==> src/rtl/huf_fix_enc.sv <==
// Deflate fixed-Huffman (BTYPE=01) encoder: turns LZ77 tokens into a
// byte-padded LSB-first bitstream delivered as 32-bit words.
//
// state    | meaning
// ---------+---------------------------------------------------------
// ST_IDLE  | waiting for start_i
// ST_HDR   | push BFINAL=1, BTYPE=01 (stream bits 1,1,0)
// ST_RUN   | accept one token per cycle until flg_lst_i
// ST_EOB   | push the 7-bit end-of-block code (all zeros)
// ST_FLUSH | drain full words, then emit padded last word with lst_o
module huf_fix_enc #(
    parameter int DATA_CHN_WD = 8,
    parameter int SIZE_LEN_WD = 9,
    parameter int SIZE_DST_WD = 16
) (
    input  logic                   clk,
    input  logic                   rst,
    input  logic                   start_i,
    output logic                   done_o,
    input  logic                   val_i,
    input  logic                   flg_lit_i,
    input  logic [DATA_CHN_WD-1:0] dat_lit_i,
    input  logic [SIZE_LEN_WD-1:0] dat_len_i,
    input  logic [SIZE_DST_WD-1:0] dat_dst_i,
    input  logic                   flg_lst_i,
    output logic                   val_o,
    output logic [31:0]            dat_o,
    output logic [2:0]             byt_o,
    output logic                   lst_o
);

    typedef enum logic [2:0] {ST_IDLE, ST_HDR, ST_RUN, ST_EOB, ST_FLUSH} state_t;

    function automatic logic [3:0] msb_idx(input logic [14:0] v);
        msb_idx = 4'd0;
        for (int i = 0; i < 15; i++)
            if (v[i]) msb_idx = 4'(i);
    endfunction

    state_t      state_q, state_d;
    logic        s1_val_q, s1_val_d;
    logic [30:0] s1_bits_q, s1_bits_d;
    logic [4:0]  s1_nb_q, s1_nb_d;
    logic [63:0] buf_q, buf_d, sh_buf;
    logic [6:0]  fill_q, fill_d, sh_fill;
    logic        done_q, done_d;
    logic        emit, last, wout;

    logic [7:0]  lit_c;
    logic [8:0]  lit_code, lit_rev9, lit_rev;
    logic [3:0]  lit_nb;
    logic [8:0]  len_c;
    logic [7:0]  lm3, lcode, lrev8, lcr;
    logic [3:0]  lp, lnb;
    logic [2:0]  lk;
    logic [1:0]  lm;
    logic [4:0]  lsym, lx;
    logic [14:0] dm1;
    logic [3:0]  dp, dk;
    logic [4:0]  dcode, dcr;
    logic [12:0] dx;
    logic [4:0]  sh_d, sh_x;
    logic [30:0] tok_bits;
    logic [4:0]  tok_nb;

    always_comb begin : lookup
        lit_c = 8'(dat_lit_i);
        if (lit_c < 8'd144) begin
            lit_code = 9'h030 + 9'(lit_c);
            lit_nb   = 4'd8;
        end else begin
            lit_code = 9'h190 + 9'(lit_c - 8'd144);
            lit_nb   = 4'd9;
        end
        lit_rev9 = {<<{lit_code}};
        lit_rev  = lit_rev9 >> (4'd9 - lit_nb);

        // Out-of-range lengths/distances are clamped so a token never exceeds 31 bits.
        if (dat_len_i < SIZE_LEN_WD'(3))
            len_c = 9'd3;
        else if (dat_len_i > SIZE_LEN_WD'(258))
            len_c = 9'd258;
        else
            len_c = 9'(dat_len_i);
        lm3  = 8'(len_c - 9'd3);
        lp   = msb_idx({7'd0, lm3});
        lk   = 3'd0;
        lm   = 2'd0;
        lsym = 5'd0;
        lx   = 5'd0;
        if (len_c == 9'd258) begin
            lcode = 8'hC5;
            lnb   = 4'd8;
        end else if (lm3 < 8'd8) begin
            lcode = lm3 + 8'd1;
            lnb   = 4'd7;
        end else begin
            lk   = 3'(lp - 4'd2);
            lm   = 2'(lm3 >> lk);
            lsym = 5'd5 + {lk, 2'b00} + 5'(lm);
            lx   = 5'(lm3 & ((8'd1 << lk) - 8'd1));
            if (lsym < 5'd24) begin
                lcode = 8'(lsym);
                lnb   = 4'd7;
            end else begin
                lcode = 8'hC0 + 8'(lsym - 5'd24);
                lnb   = 4'd8;
            end
        end
        lrev8 = {<<{lcode}};
        lcr   = lrev8 >> (4'd8 - lnb);

        if (dat_dst_i == '0)
            dm1 = 15'd0;
        else if (dat_dst_i > SIZE_DST_WD'(32768))
            dm1 = 15'h7FFF;
        else
            dm1 = 15'(dat_dst_i - 1'b1);
        dp = msb_idx(dm1);
        dk = 4'd0;
        dx = 13'd0;
        if (dm1 < 15'd4) begin
            dcode = 5'(dm1);
        end else begin
            dk    = dp - 4'd1;
            dcode = {dp, dm1[dk]};
            dx    = 13'(dm1 & ((15'd1 << dk) - 15'd1));
        end
        dcr = {<<{dcode}};

        sh_d = 5'(lnb) + 5'(lk);
        sh_x = sh_d + 5'd5;
        if (flg_lit_i) begin
            tok_bits = 31'(lit_rev);
            tok_nb   = 5'(lit_nb);
        end else begin
            tok_bits = 31'(lcr) | (31'(lx) << lnb) | (31'(dcr) << sh_d) | (31'(dx) << sh_x);
            tok_nb   = sh_x + 5'(dk);
        end
    end

    always_comb begin : ctrl
        state_d   = state_q;
        s1_val_d  = 1'b0;
        s1_bits_d = '0;
        s1_nb_d   = '0;
        last      = 1'b0;
        done_d    = 1'b0;
        case (state_q)
            ST_IDLE: if (start_i) state_d = ST_HDR;
            ST_HDR: begin
                s1_val_d  = 1'b1;
                s1_bits_d = 31'd3;
                s1_nb_d   = 5'd3;
                state_d   = ST_RUN;
            end
            ST_RUN: if (val_i) begin
                s1_val_d  = 1'b1;
                s1_bits_d = tok_bits;
                s1_nb_d   = tok_nb;
                if (flg_lst_i) state_d = ST_EOB;
            end
            ST_EOB: begin
                s1_val_d = 1'b1;
                s1_nb_d  = 5'd7;
                state_d  = ST_FLUSH;
            end
            ST_FLUSH: if (!s1_val_q && fill_q <= 7'd32) begin
                last    = 1'b1;
                done_d  = 1'b1;
                state_d = ST_IDLE;
            end
            default: state_d = ST_IDLE;
        endcase

        emit = !last && (fill_q >= 7'd32);
        // Shift out the emitted word first, then append behind what remains.
        sh_buf  = (emit || last) ? {32'd0, buf_q[63:32]} : buf_q;
        sh_fill = emit ? (fill_q - 7'd32) : (last ? 7'd0 : fill_q);
        buf_d   = sh_buf;
        fill_d  = sh_fill;
        if (s1_val_q) begin
            buf_d  = sh_buf | (64'(s1_bits_q) << sh_fill);
            fill_d = sh_fill + 7'(s1_nb_q);
        end

        wout  = (emit || last) && !rst;
        val_o = wout;
        dat_o = wout ? buf_q[31:0] : 32'd0;
        lst_o = last && !rst;
        if (!wout)
            byt_o = 3'd0;
        else if (emit)
            byt_o = 3'd4;
        else
            byt_o = 3'((fill_q + 7'd7) >> 3);
    end

    assign done_o = done_q && !rst;

    always_ff @(posedge clk) begin
        if (rst) begin
            state_q   <= ST_IDLE;
            s1_val_q  <= 1'b0;
            s1_bits_q <= '0;
            s1_nb_q   <= '0;
            buf_q     <= '0;
            fill_q    <= '0;
            done_q    <= 1'b0;
        end else begin
            state_q   <= state_d;
            s1_val_q  <= s1_val_d;
            s1_bits_q <= s1_bits_d;
            s1_nb_q   <= s1_nb_d;
            buf_q     <= buf_d;
            fill_q    <= fill_d;
            done_q    <= done_d;
        end
    end

endmodule

==> config.mk <==
export PLATFORM = sky130hd
export DESIGN_NAME = huf_fix_enc
export DESIGN_NICKNAME = d
export VERILOG_FILES = /design/src/rtl/huf_fix_enc.sv
export SDC_FILE = /design/constraint.sdc
export NUM_CORES = 1
export LEC_CHECK = 0
export BUFFER_PORTS_ARGS = -buffer_cell sky130_fd_sc_hd__buf_2
export CAP_MARGIN = 25
export CELL_PAD_IN_SITES_DETAIL_PLACEMENT = 2
export CELL_PAD_IN_SITES_GLOBAL_PLACEMENT = 2
export CORE_ASPECT_RATIO = 1.4
export CORE_MARGIN = 4
export CORE_UTILIZATION = 36
export DETAILED_ROUTE_END_ITERATION = 8
export PLACE_DENSITY_LB_ADDON = 0.1
export SLEW_MARGIN = 20
export SYNTH_ARGS = -nofsm -noshare
export SYNTH_HDL_FRONTEND = slang
export SYNTH_SLANG_ARGS = --single-unit
==> constraint.sdc <==
create_clock -name clk -period 13.5 [get_ports clk]
set_input_delay 2.7 -clock clk [delete_from_list [all_inputs] [get_ports clk]]
set_output_delay 2.7 -clock clk [all_outputs]
set_load 0.03 [all_outputs]
Yosys cells after proc, flatten, opt, wreduce, memory -nomap -nowiden

Cells that the tools add are included.

Word-level logic and storage cells: 141
Register bits: 112

Reduce and logical (&&, ||, !) cells: 13
$lt $le $gt $ge: 10
Bitwise gates (word level): 6
Shift-type cells: 9
$add $sub $neg: 22
Eq/ne operators: 9
Mux-type cells: 65

Operator list:

| cell                    | count |
|---|---|
| $mux W64                | 2 |
| $mux W4                 | 17 |
| $or A64 B64 Y64         | 1 |
| $shl A31 B7 Y64         | 1 |
| $mux W31                | 2 |
| $or A31 B31 Y31         | 2 |
| $pmux W31 S2            | 1 |
| $mux W3                 | 14 |
| $mux W32                | 1 |
| $or A8 B31 Y31          | 1 |
| $shl A13 B5 Y31         | 1 |
| $shl A5 B4 Y31          | 1 |
| $shl A5 B5 Y31          | 1 |
| $mux W15                | 2 |
| $mux W9                 | 3 |
| $mux W5                 | 5 |
| $mux W8                 | 3 |
| $mux W7                 | 3 |
| $gt A16 B16 Y1 const B  | 1 |
| $logic_not A16 Y1       | 1 |
| $lt A15 B3 Y1 const B   | 1 |
| $pmux W3 S5             | 1 |
| $pmux W5 S3             | 1 |
| $sub A15 B1 Y15 const B | 1 |
| 50 further kinds        | 67 |

Logic depth before layout (Yosys ltp)

Depth in word-level cells: 27
Gate-level depth with buffers: 37

Worst setup path before layout

OpenSTA, ideal clock, no wires.

Path type: input to register
From: input dat_len_i[2]
To: register s1_bits_q[26]
Data arrival time: 10.523 ns
Path buffers: 4
Setup slack: 2.856 ns
Stages on the path: 32
Data required time: 13.378 ns
Cells stage by stage: clkbuf_1 -> nor4_1 -> a21oi_1 -> or3_1 -> ha_1 -> a2111oi_0 -> xor2_1 -> o21ai_0 -> nand3_1 -> nor2_1 -> ha_1 -> clkbuf_1 -> a32oi_1 -> o31ai_1 -> ha_1 -> o41ai_1 -> mux2i_1 -> a21oi_1 -> clkbuf_1 -> inv_1 -> fa_1 -> clkinv_1 -> ha_1 -> nor2_1 -> nor2_1 -> xnor2_1 -> and3_1 -> a211o_1 -> buf_1 -> nand2_1 -> nor2_1 -> a221o_1

Word-level cells in the longest chain between the ends: 25
Elaborated cells between the ends (all ways): 40

RTL lines:

| element                                                   | RTL line | RTL |
|---|---|---|
| start, declared                                           | 23       | `input logic [SIZE_LEN_WD-1:0] dat_len_i,` |
| $gt A9 B9 Y1                                              | 81       | `else if (dat_len_i > SIZE_LEN_WD'(258))` |
| $mux W9                                                   | 81       |  |
| $mux W9 (*)                                               | 79       | `if (dat_len_i < SIZE_LEN_WD'(3))` |
| $sub A8 B2 Y8                                             | 85       | `lm3 = 8'(len_c - 9'd3);` |
| $mux W1                                                   | 37       | `if (v[i]) msb_idx = 4'(i);` |
| $mux W3 (6 in series)                                     | 37       |  |
| $sub A3 B2 Y3                                             | 98       | `lk = 3'(lp - 4'd2);` |
| $add A3 B5 Y5 / $shr A8 B3 Y2 (equally long branches)     | 100, 99  |  |
| (+4 left out)                                             | n/a      |  |
| $mux W4                                                   | 91       | `if (len_c == 9'd258) begin` |
| $add A4 B3 Y5 / $shl A5 B4 Y31 (equally long branches)    | 131, 137 |  |
| $add A5 B3 Y5 (tied with other cells)                     | 132      | `sh_x = sh_d + 5'd5;` |
| $shl A13 B5 Y31 / $or A31 B31 Y31 (equally long branches) | 137      | `tok_bits = 31'(lcr) \| (31'(lx) << lnb) \| (31'(dcr) << sh_d) \| (31'(dx) << sh_x);` |
| $or A31 B31 Y31 (*)                                       | 137      |  |
| $mux W31 (*)                                              | 133      | `if (flg_lit_i) begin` |
| $mux W31 (*)                                              | 157      | `ST_RUN: if (val_i) begin` |
| $pmux W31 S2 (*)                                          | 149      | `case (state_q)` |
| end signal, assigned                                      | 213      | `s1_bits_q <= s1_bits_d;` |
| end, declared                                             | 42       | `logic [30:0] s1_bits_q, s1_bits_d;` |

Mark *: on every way between the ends. The rest lies on a longest branch, timed or not.
A chain may end at the register's enable or synchronous reset.

Worst setup path after layout

From: input dat_len_i[2]
To: register s1_bits_q[16]

Same word-level chain as after synthesis.

==> results.py <==
metrics = {
    "clocking": {
        "cts_hold_buf": 0,
        "cts.htree.levels": 3,
        "post_cts_resized": 0,
        "clk-insertion-delay-late_ps": 370,
        "clkSlewWorstSetupHoldPaths_ps": 80,
        "cts_setup_buffers": 0,
        "clock-root-buffer": "clkbuf_16",
        "cts_tree": "done",
        "cts_buffers": 9,
        "clock-sinks": 112,
        "clockBufferDepth": 2,
    },
    "global_route": {
        "grt_use_total": 0.275,
        "grt_pass1_wl_microns": 74400,
        "grt_overflow": 0,
        "antenna_found_initial": 0,
        "grt_max_degree": 66,
        "first_global_vias": 13176,
    },
    "logic_synthesis": {
        "synth_top_area_share": 0.202,
        "ys.flop_type": "dfxtp_1",
        "yosys.area.top_type": "dfxtp_1",
        "syn_area_sq_um": 11100,
        "synthArstFlopShare": 0,
        "ys_types": 95,
        "yosys_warnings": 0,
        "synth-seq-cells": 112,
        "synth-seq-area-share": 0.202,
        "synth_edf_count": 0,
        "syn_avg_cell_area_sq_um": 7.15,
        "synth_nets": 1620,
        "syn_inst": 1550,
        "synth_area_leaders": "dfxtp_1 (20%), mux2i_1 (8.4%), nand2_1 (7.6%)",
    },
    "sta": {
        "rsz0062_at_grt": "false",
        "hold_viol": 0,
        "tightest_slew_ps": 1130,
        "min_period_ps": 12340,
        "clock_skew_ps": 8.36,
        "finalCritPeriodShare": 0.914,
        "clock.fmax_mhz": 81.1,
        "setup_viol_count_final": 0,
        "setup_tns_ps": 0,
        "drv_slew": 0,
        "slew_headroom": 0.238,
        "holdWs_ps": 480,
    },
    "route": {
        "drtIter0Drc": 503,
        "wl_per_cell_microns": 24.3,
        "wl_microns": 47500,
        "drc": 0,
        "drtAntennaViolNets": 0,
        "viasPerCell": 6.26,
        "vias": 12216,
        "firstDrtPassIters": 6,
    },
    "die": {
        "io_pins": 77,
        "initial_core_util": 0.368,
        "die_w_microns": 156,
        "fp.dieH_microns": 216,
        "core_area_sq_um": 30100,
        "row_count": 75,
        "dieArea_sq_um": 33700,
    },
    "placed_design": {
        "io_buffer_count": 76,
        "place_congestion": 0.937,
        "hpwl_microns": 38300,
        "placed_area_sq_um": 11700,
    },
    "power_and_ir_drop": {
        "p_seq_frac": 0.202,
        "switching_share": 0.537,
        "power_w": 0.00179,
        "p_clk_frac": 0.145,
        "p_sw_w": 0.000961,
        "peakVddDrop_v": 0.0000696,
        "powerDensity_nw_per_um2": 149,
        "p_leak_nw": 4.74,
        "internal_power_w": 0.000830,
        "p_comb_frac": 0.654,
    },
    "worst_setup_path": {
        "crit_arrival_ps": 12650,
        "crit_required_ps": 13810,
        "crit_path_max_fanout": 14,
        "critPathMaxStageDelay_ps": 690,
        "cp-start-kind": "input port",
        "criticalPathCategory": "input port to flop",
        "cp_slowest_cell": "nor4_1",
        "crit_path_end_kind": "flop",
    },
    "final_layout": {
        "area_delta_synth_final_pct": 8.55,
        "drive_gt1_frac": 0.121,
        "multiInputGateArea_sq_um": 8200,
        "diodes": 0,
        "fin_area_sq_um": 12000,
        "seqCellArea_sq_um": 2240,
        "fillerInstances": 3630,
        "nets": 1631,
    },
    "job": {
        "cap_viol_max_count": 0,
    },
    "hold_path": {
        "worstHoldPathType": "flop to flop",
    },
    "status": {
        "outcome": "finished clean",
    },
}
[cell families after synthesis]
family                     after synthesis  share of synthesized area
and+or+nand+nor                        640                      0.267
AOI/OAI and AO/OA                      453                      0.297
buffers and inverters                  164                     0.0596
muxes                                  118                      0.110
DFF                                    112                      0.202
adders and majority gates               32                     0.0380
xor gates and xnor gates                31                     0.0252
[power groups by stage]
stage | Sequential (W) | Clock (W) | Combinational [W]
2_1_floorplan | 0.000363 | 0 | 0.000767
3_3_place_gp | 0.000368 | 0 | 0.00113
3_5_place_dp | 0.000370 | 0 | 0.00115
4_1_cts | 0.000362 | 0.000266 | 0.00116
5_1_grt | 0.000364 | 0.000278 | 0.00127
6_report | 0.000361 | 0.000259 | 0.00117
[registers in the layout, indices dropped and copies added, names as in the netlist]
name,cells
s1_val_q,1
fill_q,7
s1_bits_q,31
state_q,3
buf_q,64
s1_nb_q,5
done_q,1
[through the flow]
| step | utilization | setup WS [ps] | std cells |
|---|---|---|---|
| 6_report | 0.399 | 1160 | 1951 |
| 5_1_grt | 0.399 | 232 | 1951 |
| 4_1_cts | 0.399 | 854 | 1950 |
| 3_5_place_dp | 0.390 | 494 | 1934 |
| 3_3_place_gp | 0.390 | 822 | 1934 |
| 2_1_floorplan | - | 2860 | 1550 |
[path summary, 6_finish.rpt]
kind	startpoint	end	slack (ps)	cells after the start
worst min register to register	buf_q[33]	buf_q[1]	480	2
worst min-delay path	buf_q[33]	buf_q[1]	480	2
worst max-delay path	dat_len_i[2]	s1_bits_q[16]	1160	32
worst max register to register	fill_q[0]	buf_q[38]	8010	12
[routing by layer]
metal	up-vias	wire length, microns	global-route usage
met1	6090	17100	0.274
met3	136	1070	0.0224
met5	-	0	0
met4	0	3200	0.162
li1	5744	-	-
met2	246	26100	0.540
[cells in the final DEF, fill, tap and decap left out, types with 31 or more instances in the layout]
cell type / count
a21oi_1: 76
a22oi_1: 31
a31oi_1: 43
and2_1: 47
buf_2: 76
buf_4: 31
dfxtp_1: 112
inv_1: 48
mux2i_1: 93
nand2_1: 224
nand3_1: 41
nor2_1: 182
nor3_1: 41
o21ai_0: 49
[synth_stat cells (all sizes together) (13+ instances only)]
| cell | n |
|---|---|
| nor4 | 13 |
| xor2 | 13 |
| buf | 19 |
| a21oi | 78 |
| xnor2 | 18 |
| nor3 | 44 |
| clkbuf | 89 |
| and2 | 47 |
| a31oi | 43 |
| nand4 | 15 |
| nand2 | 224 |
| a22oi | 31 |
| dfxtp | 112 |
| o21ai | 52 |
| nor2 | 183 |
| inv | 51 |
| o21a | 16 |
| o22a | 13 |
| mux2i | 93 |
| nand3 | 41 |
| mux2 | 24 |
| o22ai | 23 |
| o211ai | 14 |
| nand2b | 13 |
| ha | 28 |
| a211oi | 16 |
[critical path, delay by kind of cell]
kind | cells | cell delay [ps]
AOI/OAI and AO/OA | 10 | 3620
and+or+nand+nor | 9 | 3060
adders and majority gates | 5 | 1810
buffers and inverters | 5 | 1010
xor gates and xnor gates | 2 | 310
muxes | 1 | 130
[area by class of cell]
| type | count | share of cell area |
|---|---|---|
| Clock buffer | 10 | 0.0190 |
| Timing Repair Buffer | 108 | 0.0514 |
| Tap cell | 385 | 0.0401 |
| Sequential cell | 112 | 0.186 |
| Inverter | 56 | 0.0175 |
| Multi-Input combinational cell | 1274 | 0.682 |
| Clock inverter | 6 | 0.00375 |
Power figures use the tool's default switching activity.
